File: src/rtl/sid_pot_pkg.sv
// Shared SID core types plus the paddle (POT) sampling constants.
// Phase, register-width and pad-level POT types live here so every SID block agrees on them.
package sid;

  typedef logic [7:0] reg8_t;
  typedef logic [8:0] reg9_t;

  // One-hot bus phase; a tick is the clk cycle that carries PHI2.
  localparam int PHI1 = 0;
  localparam int PHI2 = 1;
  typedef logic [1:0] phase_t;
  localparam phase_t PHASE_PHI2 = phase_t'(1 << PHI2);

  localparam int POT_PERIOD    = 512;
  localparam int POT_DISCHARGE = 256;

  typedef logic [1:0] pot_axis_t;

  typedef struct packed {
    pot_axis_t charged;
  } pot_i_t;

  typedef struct packed {
    logic discharge;
  } pot_o_t;

  typedef struct packed {
    reg8_t [1:0] xy;
  } pot_reg_t;

  localparam reg8_t POT_MAX        = 8'hFF;
  localparam reg9_t POT_LAST       = reg9_t'(POT_PERIOD - 1);
  localparam reg9_t POT_SENSE_LAST = reg9_t'(POT_DISCHARGE - 1);
  localparam reg9_t POT_SENSE_0    = reg9_t'(POT_DISCHARGE);

  typedef enum logic {
    POT_PH_DISCHARGE = 1'b0,
    POT_PH_SENSE     = 1'b1
  } pot_phase_e;

  function automatic logic pot_in_sense(reg9_t cnt);
    return cnt >= POT_SENSE_0;
  endfunction

endpackage

File: src/rtl/sid_pot_if.sv
// Pad/register side bundle of the POT sequencer: bus phase and comparators in, discharge and result bytes out.
interface sid_pot_if;
  import sid::*;

  phase_t   phase;
  pot_i_t   pot_i;
  pot_o_t   pot_o;
  pot_reg_t pot_reg;

  modport master (
    output phase,
    output pot_i,
    input  pot_o,
    input  pot_reg
  );

  modport slave (
    input  phase,
    input  pot_i,
    output pot_o,
    output pot_reg
  );

endinterface

File: src/rtl/sid_pot_axis.sv
// One paddle axis: counts sense ticks until the comparator first reports charged, saturating at 255.
// The count is published to the read-only byte on the last tick of the period, then restarts from zero.
module sid_pot_axis
  import sid::*;
(
  input  logic  clk,
  input  logic  rst,
  input  logic  i_tick,
  input  logic  i_sense,
  input  logic  i_publish,
  input  logic  i_chg,
  output reg8_t o_pot
);

  reg8_t r_pos;
  reg8_t r_pot;
  logic  r_done;
  logic  w_adv;
  reg8_t w_pos_nxt;

  // Once done is set, later comparator drops cannot restart the count.
  assign w_adv     = !r_done && !i_chg && (r_pos != POT_MAX);
  assign w_pos_nxt = w_adv ? r_pos + 8'd1 : r_pos;

  always_ff @(posedge clk) begin
    if (rst) begin
      r_pos  <= '0;
      r_done <= 1'b0;
      r_pot  <= '0;
    end else if (i_tick) begin
      if (!i_sense || i_publish) begin
        r_pos  <= '0;
        r_done <= 1'b0;
      end else begin
        r_pos  <= w_pos_nxt;
        r_done <= r_done | i_chg;
      end
      if (i_publish) begin
        r_pot <= w_pos_nxt;
      end
    end
  end

  assign o_pot = r_pot;

endmodule

File: src/rtl/sid_pot.sv
// POT X/Y sampling sequencer: 256 ticks discharging the pot caps, then 256 ticks timing their recharge.
// Owns the shared period counter, discharge control and comparator synchronizer; one sid_pot_axis per axis.
module sid_pot
  import sid::*;
(
  input  logic      clk,
  input  logic      rst,
  sid_pot_if.slave  bus
);

  reg9_t       r_cnt;
  pot_axis_t   r_sync1;
  pot_axis_t   r_sync2;
  pot_phase_e  r_state;
  pot_phase_e  w_state_nxt;
  reg9_t       w_cnt_nxt;
  logic        w_tick;
  logic        w_sense;
  logic        w_publish;
  reg8_t [1:0] w_xy;

  assign w_tick    = (bus.phase == PHASE_PHI2);
  assign w_sense   = pot_in_sense(r_cnt);
  assign w_publish = (r_cnt == POT_LAST);

  // Comparators are asynchronous to clk; the synchronizer runs on every clk, tick or not.
  always_ff @(posedge clk) begin
    if (rst) begin
      r_sync1 <= '0;
      r_sync2 <= '0;
    end else begin
      r_sync1 <= bus.pot_i.charged;
      r_sync2 <= r_sync1;
    end
  end

  always_comb begin
    w_cnt_nxt   = r_cnt;
    w_state_nxt = r_state;
    if (w_tick) begin
      w_cnt_nxt = r_cnt + 9'd1;
      if (r_cnt == POT_SENSE_LAST) begin
        w_state_nxt = POT_PH_SENSE;
      end else if (r_cnt == POT_LAST) begin
        w_state_nxt = POT_PH_DISCHARGE;
      end
    end
  end

  always_ff @(posedge clk) begin
    if (rst) begin
      r_cnt   <= '0;
      r_state <= POT_PH_DISCHARGE;
    end else begin
      r_cnt   <= w_cnt_nxt;
      r_state <= w_state_nxt;
    end
  end

  // The phase register is the discharge flop itself, so the pin only moves on period-boundary ticks.
  assign bus.pot_o.discharge = (r_state == POT_PH_DISCHARGE);

  for (genvar gi = 0; gi < 2; gi++) begin : g_axis
    sid_pot_axis u_axis (
      .clk       (clk),
      .rst       (rst),
      .i_tick    (w_tick),
      .i_sense   (w_sense),
      .i_publish (w_publish),
      .i_chg     (r_sync2[gi]),
      .o_pot     (w_xy[gi])
    );
  end

  assign bus.pot_reg.xy = w_xy;

endmodule

File: src/flat_wrapper.sv
// flat-port wrapper written by rule: the top's interface ports become plain ports
module sid_pot_flat import sid::*;
  (clk, rst, bus_phase, bus_pot_i, bus_pot_o, bus_pot_reg);
  sid_pot_if bus_i ();
  input  logic clk;
  input  logic rst;
  input wire logic [$bits(bus_i.phase)-1:0] bus_phase;
  input wire logic [$bits(bus_i.pot_i)-1:0] bus_pot_i;
  output wire logic [$bits(bus_i.pot_o)-1:0] bus_pot_o;
  output wire logic [$bits(bus_i.pot_reg)-1:0] bus_pot_reg;
  assign bus_i.phase = bus_phase;
  assign bus_i.pot_i = bus_pot_i;
  assign bus_pot_o = bus_i.pot_o;
  assign bus_pot_reg = bus_i.pot_reg;
  sid_pot u_core (.clk(clk), .rst(rst), .bus(bus_i));
endmodule
File: config.mk
export PLATFORM = sky130hd
export DESIGN_NAME = sid_pot_flat
export DESIGN_NICKNAME = d
export VERILOG_FILES = /design/src/rtl/sid_pot_pkg.sv /design/src/rtl/sid_pot_if.sv /design/src/rtl/sid_pot_axis.sv /design/src/rtl/sid_pot.sv /design/src/flat_wrapper.sv
export SDC_FILE = /design/constraint.sdc
export NUM_CORES = 1
export LEC_CHECK = 0
export CAP_MARGIN = 20
export CELL_PAD_IN_SITES_DETAIL_PLACEMENT = 0
export CELL_PAD_IN_SITES_GLOBAL_PLACEMENT = 1
export CORE_MARGIN = 4
export CORE_UTILIZATION = 30
export CTS_CLUSTER_DIAMETER = 120
export DETAILED_ROUTE_END_ITERATION = 8
export GPL_ROUTABILITY_DRIVEN = 0
export PLACE_DENSITY = 0.55
export RECOVER_POWER = 25
export SLEW_MARGIN = 10
export SYNTH_ARGS = -nofsm -noshare
export SYNTH_HDL_FRONTEND = slang
export SYNTH_SLANG_ARGS = --single-unit
File: constraint.sdc
create_clock -name clk -period 3.5 [get_ports clk]
set_input_delay 0.35 -clock clk [delete_from_list [all_inputs] [get_ports clk]]
set_output_delay 0.35 -clock clk [all_outputs]
set_load 0.01 [all_outputs]
==> results of run 1 <==
synthesized netlist by cell type (3+ instances only):
cell	n
inv_1	10
a21o_1	3
o22ai_1	3
nand3_1	8
nor2_1	22
a311oi_1	6
nand4_1	9
ha_1	6
dfxtp_1	48
o21ai_0	17
nor2b_1	6
a31oi_1	10
a211oi_1	5
clkbuf_1	5
nand2b_1	3
o31ai_1	3
xor2_1	5
nor3_1	4
buf_2	8
a21oi_1	15
or3_1	5
nand2_1	32
and3_1	3
o21a_1	3
registers in the layout, indices dropped and copies added, names as in the netlist:
name and flops:
u_core.g_axis.u_axis.o_pot 16, u_core.r_cnt 9, u_core.r_sync1 2, u_core.g_axis.u_axis.r_done 2, u_core.r_state 1, u_core.r_sync2 2, u_core.g_axis.u_axis.r_pos 16
layout by cell type, fill, tap and decap left out, types with 3 or more instances in the layout:
cell | synthesis | final
a211oi_1 | 5 | 5
nand3_1 | 8 | 8
xor2_1 | 5 | 5
dlygate4sd3_1 | 0 | 7
inv_1 | 10 | 10
ha_1 | 6 | 6
or3_1 | 5 | 5
clkbuf_8 | 0 | 6
nand4_1 | 9 | 9
o22ai_1 | 3 | 3
nor2_1 | 22 | 22
o21ai_0 | 17 | 17
nand2b_1 | 3 | 3
nor3_1 | 4 | 4
dfxtp_1 | 48 | 48
nor2b_1 | 6 | 6
o31ai_1 | 3 | 3
a21o_1 | 3 | 3
clkdlybuf4s50_1 | 0 | 15
a311oi_1 | 6 | 6
and3_1 | 3 | 3
a31oi_1 | 10 | 10
a21oi_1 | 15 | 15
nand2_1 | 32 | 32
o21a_1 | 3 | 3
worst max path at each step:
stage / cells after the start / slack [ps] / to / from
floorplan: 9 / 1740 / u_core.g_axis[1].u_axis.o_pot[7] / u_core.r_cnt[0]
global placement: 6 / 1060 / u_core.g_axis[1].u_axis.o_pot[7] / bus_phase[1]
detailed placement: 6 / 970 / u_core.g_axis[1].u_axis.o_pot[7] / bus_phase[1]
CTS: 7 / 1020 / u_core.g_axis[1].u_axis.o_pot[7] / u_core.r_cnt[0]
global route: 6 / 670 / u_core.g_axis[1].u_axis.o_pot[7] / u_core.r_cnt[3]
finish: 5 / 1010 / u_core.g_axis[0].u_axis.r_pos[3] / rst
power groups by stage:
stage	clock network (mW)	registers (mW)	logic, mW
global placement	0	0.567	0.0447
CTS	0.453	0.554	0.0449
finish	0.437	0.554	0.0430
floorplan	0	0.566	0.0282
global route	0.471	0.555	0.0493
detailed placement	0	0.567	0.0449
stage by stage:
step	hold WS (ps)	cell area, um^2	std cells
after global routing	467.6	2764	396
after global placement	418.4	2646	388
after detailed placement	428.3	2646	388
final	446.3	2764	396
after floorplan	413.8	2352	277
after CTS	453.6	2768	396
per-layer routing:
metal,up-vias,track usage
met4,0,0.03505
met5,-,0
met1,950,0.1837
met3,4,0.02556
met2,28,0.2201
li1,1041,-
final cells by class:
type,count,area (um^2)
Fill cell,820,4923
Multi-Input combinational cell,204,1285
Sequential cell,48,960.9
Timing Repair Buffer,24,231.5
Tap cell,102,127.6
Clock buffer,6,82.58
Clock inverter,2,38.79
Inverter,10,37.54
cell families after synthesis:
group / after synthesis
AO/OA/AOI/OAI: 82
XOR/XNOR: 7
adder cells (fa/ha/maj): 6
buffers and inverters: 25
flip-flops: 48
multiplexers: 2
AND/OR/NAND/NOR: 107
==> impl_metrics.json, run 1 <==
{
  "synth_xor_area_frac": 0.02606,
  "ys.warnings.count": 0,
  "drc_errors": 0,
  "fin_util": 0.3595,
  "core_mm2": 0.007687,
  "min_period_over_period": 0.7115,
  "cts.sinks": 48,
  "critPathBufInv": 2,
  "rsz0062_at_grt": "no",
  "die_x_um": 96.55,
  "clk_latency_ps": 310,
  "nNetsFinal": 305,
  "power.switching_mw": 0.2354,
  "cp-start-kind": "primary input",
  "yosysUniqueCellTypes": 53,
  "power.total_mw": 1.034,
  "synth_edf_count": 0,
  "htree_num_levels": 2,
  "dr_wl_met3_um": 196,
  "critPathKind": "primary input to flop",
  "violations": "max-capacitance violations, max-slew violations",
  "routedWlPerCell_um": 14.82,
  "cts_setup_buffers": 0,
  "port_buffers": 22,
  "wl_um": 5869,
  "cts_hold_buf": 0,
  "final_hold_viol_count": 0,
  "met1_length_um": 2887,
  "dp_hpwl_um": 4098,
  "vdd_drop_max_uv": 157.3,
  "first_pass_iters": 4,
  "grt_overflow_total": 0,
  "postCtsResizedCells": 0,
  "antenna_found_initial": 0,
  "clockPowerShare": 0.423,
  "area_growth_pct": 17.50,
  "numCtsBuffers": 5,
  "top_layer": "met4",
  "muxShareOfSynthArea": 0.008511,
  "setup_ws_ps": 1010,
  "grt_usage": 0.1352,
  "status": "finished with violations",
  "critPathTopFamily": "buffers and inverters",
  "holdPathStages": 1,
  "fmax_mhz": 401.5,
  "rows": 32,
  "chipHeight_um": 96.55,
  "wl_met2_um": 2738,
  "start_util": 0.3060,
  "drtIter0Drc": 99,
  "maxSlewHeadroom": -0.05050,
  "worst_r2r_endpoint": "u_core.g_axis[1].u_axis.o_pot[7]",
  "viasPerCell": 5.109,
  "worstPathMaxFanout": 35,
  "synth.area.top_cells": "dfxtp_1 41%, nand2_1 5.1%, o21ai_0 3.6%, nor2_1 3.5%, a21oi_1 3.2%",
  "synth_top_family_by_area": "simple AND/OR/NAND/NOR gates",
  "grt_pass1_vias": 1905,
  "ios": 23,
  "reg2reg_depth": 7,
  "p_int_mw": 0.7991,
  "leakagePower_nw": 0.9505,
  "period_needed_ps": 2490,
  "hold_class": "flop to flop",
  "p_per_area_mw_per_mm2": 374.3,
  "swShare": 0.2275,
  "diodes": 0,
  "slowest_stage": "clkbuf_1",
  "fp.dieArea_mm2": 0.009322,
  "finalClockSkew_ps": 9.885,
  "synth_fp_nets": 289,
  "cts.clk_slew.worst_paths_ps": 100,
  "worst_setup_path_end_kind": "flop",
  "synth_area_leader_cell": "dfxtp_1",
  "synthFlopType": "dfxtp_1",
  "place_ws_ps": 969.4,
  "synthesis.area_mm2": 0.002352,
  "setup_viol": 0,
  "synth_seq_area_share": 0.4085,
  "power_frac_comb": 0.042,
  "vias": 2023,
  "synth-simple-area-share": 0.2473,
  "max_cap_viol_count": 1,
  "synth_async_sr_flop_share": 0,
  "r2r_start": "u_core.r_cnt[0]",
  "cts_tree": "built",
  "drtAntennaViolNets": 0,
  "rrSetupSlack_ps": 1010,
  "setup_tns_ps": 0,
  "arrival_ps": 2690,
  "hold_end": "u_core.r_sync2[1]",
  "drive_above_1_share": 0.06803,
  "holdCritStartpoint": "u_core.r_sync1[1]",
  "cts_max_path_buffers": 2,
  "netlist_instances": 277,
  "synth_top_area_frac": 0.4085,
  "required_ps": 3700,
  "grt_pass1_wl_um": 9722,
  "cp_slowest_stage_delay_ps": 1140,
  "synth_compound_area_frac": 0.2324,
  "ys_ff_latch": 48,
  "avgSynthCellArea_um2": 8.492,
  "grt_max_degree": 36,
  "synth-adder-area-share": 0.03191,
  "p_seq_frac": 0.536,
  "cp_cell_sequence": "dlygate4sd3_1 > clkbuf_1 > nor2_1 > a21oi_1 > o21bai_1",
  "worstMarginPinSlew_ps": 1576,
  "slew_violations": 36,
  "ctsRootBufferMaster": "clkbuf_8"
}
No activity file was read; power rests on OpenSTA's default activity.
==> run 2, diff against run 1 <==
==> constraint.sdc (replaced) <==
create_clock -name clk -period 2.4 [get_ports clk]
set_input_delay 0.24 -clock clk [delete_from_list [all_inputs] [get_ports clk]]
set_output_delay 0.24 -clock clk [all_outputs]
set_load 0.01 [all_outputs]
==> impl_metrics.json, run 2 (synthesized netlist as in run 1, its figures left out) <==
{
  "numCtsBuffers": 5,
  "final_cell_mix": "48 x dfxtp_1, 32 x nand2_1, 22 x nor2_1, 17 x o21ai_0, 15 x a21oi_1",
  "p_per_area_mw_per_mm2": 533.9,
  "status": "completed",
  "antenna_found_initial": 0,
  "place_ws_ps": 341.5,
  "wl_um": 5791,
  "clk_latency_ps": 300,
  "fin_cells": 400,
  "cts.sinks": 48,
  "required_ps": 2620,
  "chipHeight_um": 96.55,
  "worstMarginPinSlew_ps": 572.7,
  "ios": 23,
  "fp.dieArea_mm2": 0.009322,
  "rrSetupSlack_ps": 410,
  "viasPerCell": 5.088,
  "drtAntennaViolNets": 0,
  "cts_tree": "built",
  "period_needed_ps": 1985,
  "cts_max_path_buffers": 2,
  "slew_violations": 0,
  "final_common_cell": "dfxtp_1",
  "fmax_mhz": 503.8,
  "cts_hold_buf": 0,
  "nNetsFinal": 309,
  "reg2reg_depth": 8,
  "holdCritStartpoint": "u_core.r_sync1[0]",
  "cts_setup_buffers": 0,
  "final_hold_viol_count": 0,
  "port_buffers": 22,
  "holdPathStages": 1,
  "vias": 2035,
  "max_cap_viol_count": 0,
  "setup_viol": 0,
  "start_util": 0.3060,
  "setup_ws_ps": 415.0,
  "grt_usage": 0.1363,
  "finalClockSkew_ps": 6.444,
  "vdd_drop_max_uv": 261.5,
  "worst_setup_path_end_kind": "flop",
  "cp-start-kind": "flop",
  "postPlaceCellArea_mm2": 0.002689,
  "drtIter0Drc": 82,
  "rows": 32,
  "r2r_start": "u_core.r_cnt[1]",
  "grt_pass1_vias": 1928,
  "area_growth_pct": 19.47,
  "first_pass_iters": 4,
  "dp_cells": 392,
  "drive_above_1_share": 0.08389,
  "cts.clk_slew.worst_paths_ps": 90,
  "drc_errors": 0,
  "ctsRootBufferMaster": "clkbuf_8",
  "grt_overflow_total": 0,
  "maxSlewHeadroom": 0.6142,
  "worst_r2r_endpoint": "u_core.g_axis[1].u_axis.o_pot[3]",
  "routedWlPerCell_um": 14.48,
  "nFillCells": 818,
  "core_mm2": 0.007687,
  "grt_pass1_wl_um": 9722,
  "worstPathMaxFanout": 22,
  "arrival_ps": 2200,
  "hold_class": "flop to flop",
  "critPathKind": "flop to flop",
  "die_x_um": 96.55,
  "min_period_over_period": 0.8271,
  "rsz0062_at_grt": "no",
  "diodes": 0,
  "setup_tns_ps": 0,
  "hold_end": "u_core.r_sync2[0]",
  "grt_max_degree": 36,
  "power.total_mw": 1.500,
  "leakagePower_nw": 0.9904,
  "htree_num_levels": 2,
  "postCtsResizedCells": 0,
  "fin_area_mm2": 0.002810,
  "fin_util": 0.3656,
  "startpoint": "u_core.r_cnt[1]",
  "hold_slack_ps": 445.5,
  "dp_hpwl_um": 4200
}
[run 2: cell types whose count changed in the layout (fill, tap and decap cells not counted)]
cell and delta:
dlygate4sd3_1 +5, clkbuf_1 -1, clkdlybuf4s50_1 -5, buf_12 +1, buf_4 +4
[run 2: critical path: stages, from the launching register on]
cell and delay [ps]:
dfxtp_1 390, ha_1 230, nand3_1 150, nor2_1 200, ha_1 190, and2_1 250
buf_12 190, nor2_1 50, a311oi_1 230
[run 2: per-layer routing]
layer,up-vias,global-route usage,wire [um]
met2,33,0.2000,2511
li1,1049,-,-
met1,943,0.1949,2947
met5,-,0,0
met3,10,0.02943,187
met4,0,0.05140,144
[run 2: cell type report]
| cell class | instances | area (um^2) | share of cell area |
|---|---|---|---|
| tap | 102 | 127.6 | 0.04541 |
| clock buffer | 6 | 82.58 | 0.02939 |
| sequential | 48 | 960.9 | 0.3419 |
| clock inverter | 2 | 38.79 | 0.01380 |
| multi-input combinational | 204 | 1285 | 0.4573 |
| inverter | 10 | 37.54 | 0.01336 |
| timing repair buffer | 28 | 277.8 | 0.09884 |
[run 2: how the worst max path moves through the flow]
stage                                       end  cells past startpoint
2_1_floorplan  u_core.g_axis[1].u_axis.o_pot[7]                      9
3_5_place_dp   u_core.g_axis[0].u_axis.o_pot[5]                      6
4_1_cts        u_core.g_axis[1].u_axis.o_pot[3]                      8
3_3_place_gp   u_core.g_axis[0].u_axis.o_pot[5]                      6
5_1_grt        u_core.g_axis[0].u_axis.o_pot[5]                      8
6_report       u_core.g_axis[1].u_axis.o_pot[3]                      8
[run 2: report_power, final]
group | internal (mW) | total [mW] | switching [mW]
combinational | 0.0239 | 0.0667 | 0.0429
clock | 0.341 | 0.626 | 0.285
sequential | 0.802 | 0.808 | 0.00540
